$ cat config.mk
export PLATFORM = sky130hd
export DESIGN_NAME = axis_traffic_lfsr
export DESIGN_NICKNAME = d
export VERILOG_FILES = /design/src/rtl/axis_traffic_pkg.sv /design/src/rtl/axis_traffic_lfsr.sv
export SDC_FILE = /design/constraint.sdc
export NUM_CORES = 1
export LEC_CHECK = 0
export BUFFER_PORTS_ARGS = -buffer_cell sky130_fd_sc_hd__buf_2
export CORE_MARGIN = 5
export CORE_UTILIZATION = 47
export CTS_BUF_LIST = sky130_fd_sc_hd__clkbuf_16
export CTS_CLUSTER_SIZE = 24
export DETAILED_ROUTE_END_ITERATION = 8
export PLACE_DENSITY = 0.77
export SKIP_LAST_GASP = 1
export SLEW_MARGIN = 20
export SYNTH_ARGS = -nofsm -noshare
export SYNTH_HDL_FRONTEND = slang
export SYNTH_SLANG_ARGS = --single-unit
$ cat constraint.sdc
create_clock -name clk_i -period 1 [get_ports clk_i]
set_input_delay 0.2 -clock clk_i [delete_from_list [all_inputs] [get_ports clk_i]]
set_output_delay 0.2 -clock clk_i [all_outputs]
set_load 0.02 [all_outputs]
$ cat src/rtl/axis_traffic_pkg.sv
// ----------------------------------------------------------------------------
// axis_traffic_pkg
//   Shared definitions for the AXI-Stream traffic checker (and the matching
//   traffic generator):
//     - state_e        : checker FSM states
//     - ERR_*          : bit positions inside the 4-bit error flag vector
//     - LFSR_TAPS      : Galois tap mask for x^16 + x^14 + x^13 + x^11
//     - exp_data()     : deterministic per-TID payload pattern
//     - lfsr_next()    : one step of the 16-bit Galois LFSR
// ----------------------------------------------------------------------------
package axis_traffic_pkg;

  typedef enum logic [1:0] {
    ST_IDLE  = 2'd0,
    ST_BODY  = 2'd1,
    ST_DRAIN = 2'd2
  } state_e;

  localparam int ERR_DEST      = 0;
  localparam int ERR_DATA      = 1;
  localparam int ERR_LEN_SHORT = 2;
  localparam int ERR_LEN_LONG  = 3;
  localparam int ERR_W         = 4;

  // Right-shifting Galois form: bit 0 is the output, taps at 16,14,13,11.
  localparam logic [15:0] LFSR_TAPS = 16'hB400;

  // Pattern value before truncation to the tdata width. seq is 16 bits and
  // beat_idx/pkt_len are 32 bits, so 64 bits never overflows and truncating
  // (or zero-extending) to any tdata width yields the value mod 2**width.
  function automatic logic [63:0] exp_data(input logic [15:0] seq,
                                           input logic [31:0] pkt_len,
                                           input logic [31:0] beat_idx);
    return (64'(seq) * 64'(pkt_len)) + 64'(beat_idx);
  endfunction

  function automatic logic [15:0] lfsr_next(input logic [15:0] state);
    return {1'b0, state[15:1]} ^ (state[0] ? LFSR_TAPS : 16'h0000);
  endfunction

endpackage

$ cat src/rtl/axis_traffic_lfsr.sv
// ----------------------------------------------------------------------------
// axis_traffic_lfsr
//   16-bit Galois LFSR (x^16 + x^14 + x^13 + x^11). Loads Seed on reset and
//   advances one step per cycle while en_i is high.
//   Ports:
//     clk_i   : clock
//     rst_i   : synchronous active-high reset (loads Seed)
//     en_i    : step enable
//     state_o : current LFSR state
// ----------------------------------------------------------------------------
module axis_traffic_lfsr
  import axis_traffic_pkg::*;
#(
  parameter logic [15:0] Seed = 16'hACE1
) (
  input  logic        clk_i,
  input  logic        rst_i,
  input  logic        en_i,
  output logic [15:0] state_o
);

  logic [15:0] state_q;
  logic [15:0] state_d;

  always_comb begin
    state_d = state_q;
    if (en_i) begin
      state_d = lfsr_next(state_q);
    end
  end

  always_ff @(posedge clk_i) begin
    if (rst_i) begin
      state_q <= Seed;
    end else begin
      state_q <= state_d;
    end
  end

  assign state_o = state_q;

endmodule

==> metrics.txt <==
number of port buffers=18; number of clock sinks=16; clock tree from TritonCTS=built; number of placement rows=13; via density per instance=5.143; EDFF count, synth=0; clock buffers created by TritonCTS=3; most used flip-flop cell after synthesis=dfxtp_1; via count of the first global-routing pass=455; drt initial violations=9; endpoint class of the critical path=output port; total of flip-flops plus latches after synthesis=16; Synth async-reset ratio=0%; DR vias=468; multiplexer area fraction after synthesis=11.13%; number of setup violations in the final report=0; overall routed net length=1.205 mm; post-route antenna net violation count=0; library cell with the highest instance count after synthesis=dfxtp_1; gate count of the mapped netlist=56; Total Power=1.701 mW; CORE AREA=0.001285 sq mm; final weighted congestion in routability-driven placement=0.6863; CP bufs+invs=1; worst hold slack across all endpoints=320.6 ps; leading cell types by total area after synthesis=dfxtp_1 51%, mux2i_1 11%, a211o_1 8.3%; kind of start point of the critical path=register; overall die height=46.60 um; initial antenna violation count=0; first-pass GRT wire length=1.890 mm; max-slew violation count=0; deepest clock path buffer count=2; data arrival time of the critical path=780 ps; starting density of the core=48.98%; insertion delay to the later sink of the worst-skew pair=240 ps; RSZ-0062 raised after global routing=true; final-report hold violation count=0; io pins=19; slowest cell on the critical path=dfxtp_1; Peak supply drop=1.113 mV; Pre-antenna DRT Iters=4; transition time of the tightest slew-check pin=308.1 ps; fraction of the mapped netlist area in compound gates=11.93%; layout cell share with drive strength beyond 1=39.47%; total die area=0.002171 sq mm; detailed placer's ending HPWL=752.9 um; max frequency=1.019 GHz; power density over the cells=2079 mW/mm^2; overall die width=46.60 um; # Max-Cap Violations=0; count of different cell masters after synthesis=16; Post-Layout Cell Count=91; gate family responsible for the most delay along the worst path=flip-flops; summed instance area of the synthesized netlist=629.4 sq um; overall overflow remaining after global route=0; layout overhead on the synthesized area=30.02%; number of nets in the final layout=81; library cell occupying the most area in the post-synthesis netlist=dfxtp_1; simple-gate portion of the synthesized area=15.31%; adder-cell share of the synthesized area=0%; average cell area after synthesis=11.24 sq um; shortest clock period the worst path allows after layout=981.4 ps; main combinational cell family by area after synthesis=simple AND/OR/NAND/NOR gates; type of the worst setup path=register to output port; worst min path class=input pin to register; Period Utilization, post-route=98.14%; pin count of the biggest net entering global routing=18; Avg WL per Cell=13.24 um; GRT Overall Usage=12.64%; remaining routing DRC violations=0; clk root buf=clkbuf_16; share of synthesized area occupied by flip-flops and latches=50.89%; Data required, critical path=800 ps; post-placement cell count=88; commonest cells in the netlist=16 x dfxtp_1, 8 x nor2_1, 7 x mux2i_1; largest stage delay on the critical path=380 ps; max FFs per register=16; Post-CTS Hold Buffers=0; fraction of the core area covered by cells at the end of the flow=63.68%; critical-path maximum fanout=3; status=finished, final reports clean; worst clock skew=2.522 ps; CTS clock-pin slew for the worst setup and hold paths=50 ps; synthesized net count=59; maximum level of the CTS H-tree=1; Antenna Cells=0; Rel. slew slack=79.46%; critical path cell sequence=buf_4; XOR/XNOR Fraction of Synth Area=4.175%; number of warning messages in the yosys log=0; fraction of post-synthesis cell area in the top cell type by area=50.89%; leakage dissipation=0.3812 nW
## metal layers
metal  vias up  wire [um]  GRT usage [%]
li1        230          -              -
met1       223        521          14.75
met2        13        590          20.33
met3         2         79          2.734
met4         0         14          8.523
met5         -          0              0
## cell families after synthesis
group | Yosys count
flops | 16
simple gates | 17
compound gates | 9
mux | 7
buf+inv | 4
xor+xnor | 3
## layout by cell type (no fill, tap or decap)
cell and n:
dfxtp_1 15, and2b_4 1, a211o_1 6, clkbuf_16 3, and2b_2 3, mux2i_1 7
buf_2 10, xnor2_1 3, nor2b_1 2, buf_4 11, a21oi_1 2, and2b_1 1
nor2_1 8, a211oi_2 1, dfxtp_4 1, nor3_1 2
## final cells by class
cell class,count,area [sq um]
clock buffers,3,75.07
fillers,100,466.7
multi-input cells,36,267.8
flip-flops and latches,16,324.1
well taps,15,18.77
repair buffers,21,132.6
## power breakdown
| group | internal [mW] | total [mW] | switching (mW) | leakage [nW] |
|---|---|---|---|---|
| sequential | 0.685 | 0.724 | 0.0389 | 0.133 |
| combinational | 0.111 | 0.239 | 0.128 | 0.211 |
| clock | 0.522 | 0.738 | 0.216 | 0.0370 |
| total | 1.32 | 1.70 | 0.383 | 0.381 |
## metrics by stage
stage / TNS (ps) / instance area, sq um / worst slack [ps]
floorplan: 0 / 629.4 / 36.07
global placement: 0 / 719.4 / 58.86
detailed placement: 0 / 719.4 / 47.63
CTS: 0 / 800.8 / 4.436
global route: -6.893 / 818.3 / -4.243
finish: 0 / 818.3 / 18.64
## path summary, 6_finish.rpt
kind | startpoint | end | depth (start not counted) | slack [ps]
setup / recovery | state_o[10] | state_o[10] | 1 | 20
hold / removal | rst_i | state_o[8] | 2 | 320
setup reg to reg | state_o[0] | state_o[0] | 2 | 120
hold reg to reg | state_o[6] | state_o[5] | 1 | 480
## what timing repair did
item	CTS	global route
resized for setup	3	7
pin swaps	0	0
buffers inserted	0	0
endpoints found under the setup margin	1	7
No activity file was read; power rests on OpenSTA's default activity.
